[src/rtl/fetch_stage.sv]
// fetch_stage: PC owner, imem address driver and IF/ID register with stall, redirect and HALT
module fetch_stage #(
  parameter logic [31:0] RESET_PC    = 32'h0,
  parameter int          IMEM_BYTES  = 32,
  parameter logic [5:0]  HALT_OPCODE = 6'h3F
) (
  input  logic        clk,
  input  logic        rst_n,
  output logic [31:0] instr_addr,
  input  logic [31:0] instr_in,
  input  logic        stall,
  input  logic        redirect,
  input  logic [31:0] redirect_pc,
  output logic [31:0] if_id_instr,
  output logic [31:0] if_id_pc,
  output logic [31:0] if_id_pc4,
  output logic        if_id_valid,
  output logic        halted,
  output logic [31:0] fetch_count
);
  localparam logic [31:0] MASK = 32'(IMEM_BYTES - 1);
  typedef enum logic {RUN, HALTED} state_t;
  state_t state, state_nxt;
  logic [31:0] pc, pc_seq;
  logic is_halt;
  assign pc_seq = (pc + 32'd4) & MASK;
  assign is_halt = instr_in[31:26] == HALT_OPCODE;
  assign instr_addr = pc;
  always_ff @(posedge clk)
    state <= !rst_n ? RUN : state_nxt;
  always_comb
    state_nxt = redirect ? RUN : stall ? state : (state == RUN && is_halt) ? HALTED : state;
  always_comb
    halted = state == HALTED;
  always_ff @(posedge clk) begin
    if (!rst_n) begin
      pc          <= RESET_PC;
      if_id_instr <= '0;
      if_id_pc    <= '0;
      if_id_pc4   <= '0;
      if_id_valid <= 1'b0;
      fetch_count <= '0;
    end else if (redirect) begin
      pc          <= {redirect_pc[31:2], 2'b00} & MASK;
      if_id_valid <= 1'b0;
    end else if (!stall) begin
      if (state == RUN) begin
        if_id_instr <= instr_in;
        if_id_pc    <= pc;
        if_id_pc4   <= pc_seq;
        if_id_valid <= 1'b1;
        fetch_count <= fetch_count + 32'd1;
        pc          <= is_halt ? pc : pc_seq;
      end else begin
        if_id_valid <= 1'b0;
      end
    end
  end
endmodule

[config.mk]
export PLATFORM = sky130hd
export DESIGN_NAME = fetch_stage
export DESIGN_NICKNAME = d
export VERILOG_FILES = /design/src/rtl/fetch_stage.sv
export SDC_FILE = /design/constraint.sdc
export NUM_CORES = 1
export LEC_CHECK = 0
export CORE_UTILIZATION = 34
export CTS_CLUSTER_DIAMETER = 80
export CTS_CLUSTER_SIZE = 24
export DETAILED_ROUTE_END_ITERATION = 8
export PLACE_DENSITY = 0.89
export SLEW_MARGIN = 20
export SYNTH_ARGS = -nofsm -noshare
export SYNTH_HDL_FRONTEND = slang
export SYNTH_SLANG_ARGS = --single-unit
export TNS_END_PERCENT = 1
[constraint.sdc]
create_clock -name clk -period 2.6 [get_ports clk]
set_clock_uncertainty 0.1 [all_clocks]
set_input_delay 0.52 -clock clk [delete_from_list [all_inputs] [get_ports clk]]
set_output_delay 0.52 -clock clk [all_outputs]
set_load 0.02 [all_outputs]
==> impl_metrics.env, run 1 <==
export IMPL_row_count=37
export IMPL_mostFrequentLayoutCells="clkdlybuf4s50_1, conb_1, nand2_1"
export IMPL_drtPass1Iterations=4
export IMPL_vdd_ir_drop_max_uv=348
export IMPL_ios=230
export IMPL_leakagePower_uw=0.00181
export IMPL_start_util=0.353
export IMPL_vias_per_cell=4.55
export IMPL_syn_avg_cell_area_um2=7.98
export IMPL_dieHeight_um=106
export IMPL_nets=651
export IMPL_post_dp_hpwl_mm=6.53
export IMPL_critPathMaxFanout=11
export IMPL_cts_tree="yes"
export IMPL_worst_slack_ns=0.171
export IMPL_cts_hold_buf=0
export IMPL_ys_seq_area_frac=0.408
export IMPL_finalCritPeriodShare=0.934
export IMPL_die_area_um2=11200
export IMPL_antenna_cells=0
export IMPL_r2r_end="fetch_count[28]"
export IMPL_hold_end="if_id_instr[9]"
export IMPL_grt_overflow=0
export IMPL_nFillCells=1019
export IMPL_root_buffer="clkbuf_8"
export IMPL_clk_path_buf_depth=2
export IMPL_detail_route_wirelength_mm=8.69
export IMPL_synth_cell_types=30
export IMPL_min_period_ns=2.43
export IMPL_final_cells=720
export IMPL_drt_iter0_drc=118
export IMPL_globalRouteTotalUtil=0.156
export IMPL_fp_dieW_um=106
export IMPL_io_buffers=113
export IMPL_timing_rr_start="fetch_count[2]"
export IMPL_vias=3276
export IMPL_routedWlPerCell_um=12.1
export IMPL_yosysWarnings=0
export IMPL_post_place_cells=706
export IMPL_first_global_vias=2828
export IMPL_synth_area_um2=3680
export IMPL_drtAntennaViolNets=0
export IMPL_setup_viol=0
export IMPL_rsz0062_at_grt="no"
export IMPL_hold_depth=2
export IMPL_htree_levels=3
export IMPL_hp_start="if_id_instr[9]"
export IMPL_cts_buffers_inserted=9
export IMPL_grt_pass1_wl_mm=13.8
export IMPL_worst_setup_path_type="input port to flip-flop"
export IMPL_ys_ff_latch=75
export IMPL_critPathRequiredTime_ns=2.77
export IMPL_gp_congestion=0.754
export IMPL_clkSinkCount=75
export IMPL_reg2reg_depth=5
export IMPL_syn_to_final_growth_pct=33.6
export IMPL_crit_path_start_kind="input port"
export IMPL_rrSetupSlack_ns=0.25
export IMPL_place_area_um2=4710
export IMPL_drive_gt1_frac=0.0668
export IMPL_powerDensity_nw_per_um2=500
export IMPL_final_area_um2=4910
export IMPL_clkLatencyLatePin_ns=0.34
export IMPL_grt_max_degree=37
export IMPL_syn_inst=461
export IMPL_cts_clk_slew_worst_paths_ns=0.07
export IMPL_fmax_mhz=412
export IMPL_slew_violations=0
export IMPL_drv_cap=0
export IMPL_antenna_found_initial=0
export IMPL_worst_setup_path_end_kind="flip-flop"
export IMPL_drcViolationCount=0
export IMPL_finalHoldViolCount=0
export IMPL_hp_class="flip-flop to flip-flop"
export IMPL_cp_arrival_ns=2.60
export IMPL_dp_slack_ns=-0.431
export IMPL_core_um2=10400
export IMPL_layout_commonest_cell="clkdlybuf4s50_1"
export IMPL_status="finished clean"
-- layer usage --
| layer | GRT usage | share of wire |
|---|---|---|
| met5 | 0 | 0 |
| met3 | 0.0497 | 0.076 |
| met4 | 0.0724 | 0.015 |
| met2 | 0.252 | 0.48 |
| met1 | 0.188 | 0.43 |
-- cell usage after synthesis --
| cell type | n | share of area |
|---|---|---|
| clkbuf_1 | 18 | 0.018 |
| and4_1 | 3 | 0.0071 |
| buf_2 | 4 | 0.0054 |
| and2_1 | 2 | 0.0034 |
| a21oi_1 | 63 | 0.086 |
| conb_1 | 1 | 0.0010 |
| o21ai_0 | 15 | 0.020 |
| and3_1 | 1 | 0.0017 |
| nor4b_1 | 1 | 0.0024 |
| nand4_1 | 13 | 0.022 |
| buf_4 | 87 | 0.18 |
| nor3_1 | 6 | 0.0082 |
| buf_1 | 1 | 0.0010 |
| nor2_1 | 16 | 0.016 |
| xnor2_1 | 9 | 0.021 |
| o211ai_1 | 1 | 0.0020 |
| o31ai_1 | 10 | 0.020 |
| inv_1 | 6 | 0.0061 |
| xor2_1 | 4 | 0.0095 |
| or3_1 | 14 | 0.024 |
| inv_2 | 1 | 0.0010 |
| a211oi_1 | 1 | 0.0020 |
| nand2_1 | 85 | 0.087 |
| nand3_1 | 7 | 0.0095 |
| or4b_1 | 1 | 0.0027 |
| dfxtp_1 | 75 | 0.41 |
| ha_1 | 2 | 0.0068 |
| mux2i_1 | 1 | 0.0027 |
| nor4_1 | 1 | 0.0017 |
| or4_1 | 12 | 0.024 |
-- final cells by class --
cell class | count | area (um2) | share of cell area
clock inverters | 3 | 40.0 | 0.00815
well taps | 136 | 170 | 0.0346
repair buffers | 133 | 1290 | 0.262
clock buffers | 11 | 141 | 0.0288
flip-flops and latches | 75 | 1500 | 0.305
multi-input cells | 355 | 1750 | 0.356
inverters | 7 | 26.3 | 0.00535
-- through the flow --
stage,setup TNS [ns],hold WS (ns),power [uW],utilization
3_5_place_dp,-7.20,0.346,1620,0.452
3_3_place_gp,-6.75,0.341,1620,0.452
6_report,0,0.353,2460,0.472
5_1_grt,0,0.374,2570,0.472
2_1_floorplan,0,0.435,1560,-
4_1_cts,0,0.357,2500,0.471
-- critical path, cell delays in order --
cell and delay, ns:
dlygate4sd2_1 0.26, or4b_4 0.53, or4_1 0.48, buf_4 0.19, or4_1 0.46, a21oi_1 0.15
-- state kept, by name, indices dropped and copies added (netlist names) --
register and flops:
fetch_count 32, halted 1, if_id_instr 32, if_id_pc 3, if_id_pc4 3, if_id_valid 1
instr_addr 3
-- power breakdown --
part           switching [uW]  internal [uW]  total [uW]
clock                     406            457         863
sequential               20.4           1180        1200
combinational             251            142         392
total                     677           1780        2460
-- cell families after synthesis --
logic type / count (synthesis) / share of synthesized area
DFF: 75 / 0.408
xor gates and xnor gates: 13 / 0.0310
adders and majority gates: 2 / 0.00680
buffers and inverters: 117 / 0.210
muxes: 1 / 0.00272
and+or+nand+nor: 162 / 0.210
other: 1 / 0.00102
AOI/OAI and AO/OA: 90 / 0.131
-- worst max path at each step --
stage,start,endpoint,slack (ns),cells after the start
final,stall,fetch_count[28],0.17,6
after global routing,stall,fetch_count[28],0.10,6
after CTS,redirect,fetch_count[19],0.01,7
after detailed placement,stall,fetch_count[27],-0.43,6
after global placement,stall,fetch_count[31],-0.42,6
after floorplan,stall,fetch_count[27],0.09,6
-- what timing repair did --
action / in CTS / in global routing
buffers inserted: 0 / 0
gates cloned: 0 / 0
setup endpoints to repair: 11 / 13
resized for setup: 3 / 4
Note: power is estimated with default switching activity, not from simulation.
==> run 2: changes to the inputs <==
==> constraint.sdc (replaced) <==
create_clock -name clk -period 2.6 [get_ports clk]
set_clock_uncertainty 0.1 [all_clocks]
set_input_delay 0.78 -clock clk [delete_from_list [all_inputs] [get_ports clk]]
set_output_delay 0.78 -clock clk [all_outputs]
set_load 0.02 [all_outputs]
==> impl_metrics.env, run 2 (synthesized netlist as in run 1, its figures left out) <==
export IMPL_hp_class="flip-flop to flip-flop"
export IMPL_worst_slack_ns=0.100
export IMPL_drcViolationCount=0
export IMPL_clk_path_buf_depth=2
export IMPL_globalRouteTotalUtil=0.156
export IMPL_first_global_vias=2989
export IMPL_grt_max_degree=33
export IMPL_fin_util=0.477
export IMPL_syn_to_final_growth_pct=35.0
export IMPL_root_buffer="clkbuf_8"
export IMPL_drt_iter0_drc=168
export IMPL_die_area_um2=11200
export IMPL_gp_congestion=0.787
export IMPL_regArea_um2=1500
export IMPL_grt_overflow=0
export IMPL_rsz0062_at_grt="no"
export IMPL_vdd_ir_drop_max_uv=410
export IMPL_nets=650
export IMPL_post_place_cells=700
export IMPL_crit_path_start_kind="input port"
export IMPL_setup_viol=0
export IMPL_final_cells=721
export IMPL_nFillCells=1024
export IMPL_mostFrequentLayoutCells="clkdlybuf4s50_1, conb_1, nand2_1"
export IMPL_critPathRequiredTime_ns=2.78
export IMPL_fmax_mhz=400
export IMPL_cts_clk_slew_worst_paths_ns=0.09
export IMPL_drv_cap=0
export IMPL_drtAntennaViolNets=0
export IMPL_worst_setup_path_type="input port to flip-flop"
export IMPL_drtPass1Iterations=5
export IMPL_leakagePower_uw=0.00183
export IMPL_finalCritPeriodShare=0.961
export IMPL_detail_route_wirelength_mm=8.72
export IMPL_routedWlPerCell_um=12.1
export IMPL_drive_gt1_frac=0.0718
export IMPL_worst_setup_path_end_kind="flip-flop"
export IMPL_final_setup_tns_ns=0
export IMPL_antenna_found_initial=0
export IMPL_dieHeight_um=106
export IMPL_grt_pass1_wl_mm=14.0
export IMPL_cp_arrival_ns=2.68
export IMPL_layout_commonest_cell="clkdlybuf4s50_1"
export IMPL_antenna_cells=0
export IMPL_core_um2=10400
export IMPL_start_util=0.353
export IMPL_cts_tree="yes"
export IMPL_fp_dieW_um=106
export IMPL_power_uw=2470
export IMPL_clkSinkCount=75
export IMPL_post_dp_hpwl_mm=6.39
export IMPL_min_period_ns=2.50
export IMPL_vias=3321
export IMPL_clkLatencyLatePin_ns=0.34
export IMPL_largestRegisters="fetch_count x32, if_id_instr x32"
export IMPL_vias_per_cell=4.61
export IMPL_row_count=37
export IMPL_slew_violations=0
export IMPL_critPathMaxFanout=5
export IMPL_multi_input_area_um2=1750
export IMPL_htree_levels=3
export IMPL_status="finished clean"
export IMPL_finalHoldViolCount=0
export IMPL_ios=230
export IMPL_dp_slack_ns=-0.435
export IMPL_cts_buffers_inserted=9
export IMPL_io_buffers=113
export IMPL_powerDensity_nw_per_um2=498
export IMPL_cts_hold_buf=0
==> run 2: changes by cell type in the layout (fill, tap and decap cells not counted), sizes merged <==
cell	change
inv	+5
bufinv	-1
clkinv	-2
buf	+1
dlymetal6s2s	-1
dlygate4sd2	-1
clkinvlp	+2
clkbuf	-2
==> run 2: repair_timing <==
action                     CTS  global route
resized for setup           10             0
setup endpoints to repair   11             1
buffers inserted             4             0
cloned                       1             0
pin swaps                    5             1
==> run 2: final cells by class <==
class                      instances  share of cell area
timing repair buffer             132               0.269
inverter                           7             0.00529
sequential                        75               0.302
clock inverter                     7              0.0134
clock buffer                       9              0.0249
tap                              136              0.0343
multi-input combinational        355               0.351
==> run 2: layer usage <==
layer  share of wire  GRT usage  up-vias
met5               0          0        -
met4          0.0087     0.0437        0
met3           0.082     0.0601        6
met2            0.51      0.275      126
met1            0.40      0.175     1554
li1                -          -     1635
==> run 2: where the power goes <==
group | internal, uW | switching (uW)
combinational | 147 | 251
sequential | 1180 | 21.4
clock | 373 | 500
total | 1700 | 772
==> run 2: worst max-delay path, stage by stage <==
cell	delay, ns
buf_2	0.11
or4b_4	0.52
or4_4	0.50
buf_12	0.16
or4_1	0.47
a21oi_1	0.14
==> run 2: final timing paths <==
check	start	end	slack [ns]	depth (start not counted)
hold / removal	if_id_instr[2]	if_id_instr[2]	0.36	2
setup / recovery	redirect	fetch_count[27]	0.10	6
hold reg to reg	if_id_instr[2]	if_id_instr[2]	0.36	2
setup reg to reg	fetch_count[2]	fetch_count[27]	0.29	5
==> run 2: metrics by stage <==
stage               area (um2)  hold slack [ns]
CTS                       4970            0.359
floorplan                 4040            0.435
global route              4970            0.378
finish                    4970            0.355
detailed placement        4720            0.346
global placement          4720            0.341
==> run 3: changes to the inputs <==
--- a/config.mk
+++ b/config.mk
@@ -5,10 +5,12 @@
 export SDC_FILE = /design/constraint.sdc
 export NUM_CORES = 1
 export LEC_CHECK = 0
-export CORE_UTILIZATION = 34
+export ABC_AREA = 1
+export CORE_UTILIZATION = 35
 export CTS_CLUSTER_DIAMETER = 80
 export CTS_CLUSTER_SIZE = 24
 export DETAILED_ROUTE_END_ITERATION = 8
+export HOLD_SLACK_MARGIN = 0.03
 export PLACE_DENSITY = 0.89
 export SLEW_MARGIN = 20
 export SYNTH_ARGS = -nofsm -noshare
==> impl_metrics.env, run 3 <==
export IMPL_critPathRequiredTime_ns=1.72
export IMPL_core_um2=10900
export IMPL_antenna_cells=0
export IMPL_ys_async_sr_fraction=0
export IMPL_grt_pass1_wl_mm=15.0
export IMPL_synth_edf_count=0
export IMPL_slew_violations=0
export IMPL_clockPowerShare=0.329
export IMPL_cp_cell_sequence="clkdlybuf4s50_1"
export IMPL_fp_dieW_um=108
export IMPL_min_period_ns=2.35
export IMPL_hp_start="if_id_pc[2]"
export IMPL_synth_area_um2=3940
export IMPL_yosysMostFrequentCell="nor2_1"
export IMPL_status="finished clean"
export IMPL_powerDensity_nw_per_um2=491
export IMPL_cts_tree="yes"
export IMPL_die_area_um2=11700
export IMPL_dieHeight_um=108
export IMPL_first_global_vias=3242
export IMPL_ys_ff_latch=75
export IMPL_start_util=0.362
export IMPL_synth_adder_area_share=0.00635
export IMPL_syn_inst=554
export IMPL_hold_depth=2
export IMPL_cp_slowest_cell="clkdlybuf4s50_1"
export IMPL_final_setup_tns_ns=0
export IMPL_critPathBufInv=1
export IMPL_synth_flop_cell="dfxtp_1"
export IMPL_clkSinkCount=75
export IMPL_nets=739
export IMPL_mostFrequentLayoutCells="nor2_1, clkdlybuf4s50_1, conb_1"
export IMPL_post_dp_hpwl_mm=6.89
export IMPL_hold_end="if_id_pc[2]"
export IMPL_ys_seq_area_frac=0.381
export IMPL_critPathTopFamily="buffers and inverters"
export IMPL_nFillCells=1114
export IMPL_vias=3548
export IMPL_cts_clk_slew_worst_paths_ns=0.08
export IMPL_worst_setup_path_end_kind="output pin"
export IMPL_drcViolationCount=0
export IMPL_fin_util=0.468
export IMPL_globalRouteTotalUtil=0.165
export IMPL_leakagePower_uw=0.00204
export IMPL_rrSetupSlack_ns=0.95
export IMPL_met3WireLength_um=604
export IMPL_synthMuxAreaShare=0
export IMPL_grt_max_degree=32
export IMPL_drtPass1Iterations=4
export IMPL_htree_levels=3
export IMPL_power_uw=2500
export IMPL_synth_xor_area_share=0.00888
export IMPL_synth_top_family_by_area="simple AND/OR/NAND/NOR gates"
export IMPL_top_layer_used="met4"
export IMPL_crit_path_start_kind="flip-flop"
export IMPL_syn_to_final_growth_pct=29.3
export IMPL_largestRegisters="fetch_count x32, if_id_instr x32"
export IMPL_routedWlPerCell_um=11.3
export IMPL_drive_gt1_frac=0.0697
export IMPL_timing_rr_start="fetch_count[1]"
export IMPL_synth_cell_types=32
export IMPL_wl_met1_mm=3.98
export IMPL_syn_avg_cell_area_um2=7.12
export IMPL_p_comb_frac=0.183
export IMPL_drv_cap=0
export IMPL_switching_share=0.314
export IMPL_cp_slowest_stage_delay_ns=0.65
export IMPL_cts_buffers_inserted=9
export IMPL_vias_per_cell=4.36
export IMPL_clkLatencyLatePin_ns=0.36
export IMPL_p_seq_frac=0.487
export IMPL_antenna_found_initial=0
export IMPL_finalCritPeriodShare=0.903
export IMPL_setup_viol=0
export IMPL_synth_simple_area_share=0.301
export IMPL_layout_commonest_cell="nor2_1"
export IMPL_reg2reg_depth=8
export IMPL_drtAntennaViolNets=0
export IMPL_grt_overflow=0
export IMPL_io_buffers=113
export IMPL_postCtsResizedCells=0
export IMPL_synth_top_cell_area_share=0.381
export IMPL_hp_class="flip-flop to flip-flop"
export IMPL_root_buffer="clkbuf_8"
export IMPL_path_depth=1
export IMPL_synth_compound_area_frac=0.0917
export IMPL_yosysWarnings=0
export IMPL_r2r_end="fetch_count[16]"
export IMPL_netlist_top_cells_area="dfxtp_1, buf_4, nor2_1"
export IMPL_fmax_mhz=426
export IMPL_critPathMaxFanout=6
export IMPL_gp_congestion=0.839
export IMPL_detail_route_wirelength_mm=9.21
export IMPL_finalHoldViolCount=0
export IMPL_worst_setup_path_type="flip-flop to output pin"
export IMPL_synth_top_cell_by_area="dfxtp_1"
export IMPL_post_cts_buffers=0
export IMPL_internal_power_uw=1720
export IMPL_synth_cells_most_frequent="nor2_1, buf_4, nand2_1, dfxtp_1, o21ai_0"
export IMPL_power_switching_uw=785
export IMPL_ios=230
export IMPL_clk_path_buf_depth=2
export IMPL_cts_hold_buf=0
export IMPL_drt_iter0_drc=156
export IMPL_vdd_ir_drop_max_uv=262
export IMPL_rsz0062_at_grt="no"
export IMPL_row_count=38
export IMPL_cp_arrival_ns=1.47
export IMPL_dr_wl_met2_mm=4.52
==> run 3: cell count changes after synthesis, sizes merged, moves of 10 or more <==
cell   previous run  this run
or3              14         0
or4              12         0
inv               7        28
a21oi            63        24
o31ai            10         0
o21ai            15        44
nand3             7        29
nor2             16       146
==> run 3: how the worst max path moves through the flow <==
stage                                from              end  slack [ns]
after floorplan                     stall  fetch_count[27]        0.84
after global placement              stall  fetch_count[27]        0.16
after detailed placement            stall  fetch_count[27]        0.15
after CTS                 fetch_count[25]  fetch_count[25]        0.22
after global routing      fetch_count[25]  fetch_count[25]        0.16
final                     fetch_count[25]  fetch_count[25]        0.25
==> run 3: metal layers <==
layer	global-route usage	vias to the layer above
met3	0.0603	9
met5	0	-
met2	0.289	125
met4	0.0431	0
met1	0.189	1602
li1	-	1812
==> run 3: final cells by class <==
type,count,area [um2],area share
sequential,75,1500,0.294
timing repair buffer,120,1190,0.234
tap,140,175,0.0344
multi-input combinational,433,1940,0.381
clock inverter,7,51.3,0.0101
inverter,30,114,0.0223
clock buffer,9,124,0.0243
==> run 3: power by group through the flow <==
stage	clock, uW	combinational [uW]	sequential, uW
2_1_floorplan	0	319	1300
3_3_place_gp	0	455	1250
3_5_place_dp	0	459	1250
4_1_cts	855	460	1220
5_1_grt	897	501	1230
6_report	825	458	1220
==> run 3: kinds of logic after synthesis <==
logic type / count (synthesis)
buffers and inverters: 132
other: 1
AOI/OAI and AO/OA: 71
adders and majority gates: 2
and+or+nand+nor: 269
DFF: 75
xor gates and xnor gates: 4
==> run 3: through the flow <==
step	std cells	worst slack, ns	cell area, um2	hold slack [ns]
floorplan	640	0.845	4270	0.429
global placement	798	0.156	4920	0.345
detailed placement	798	0.153	4920	0.358
CTS	814	0.216	5100	0.372
global route	814	0.164	5100	0.393
finish	814	0.253	5100	0.368
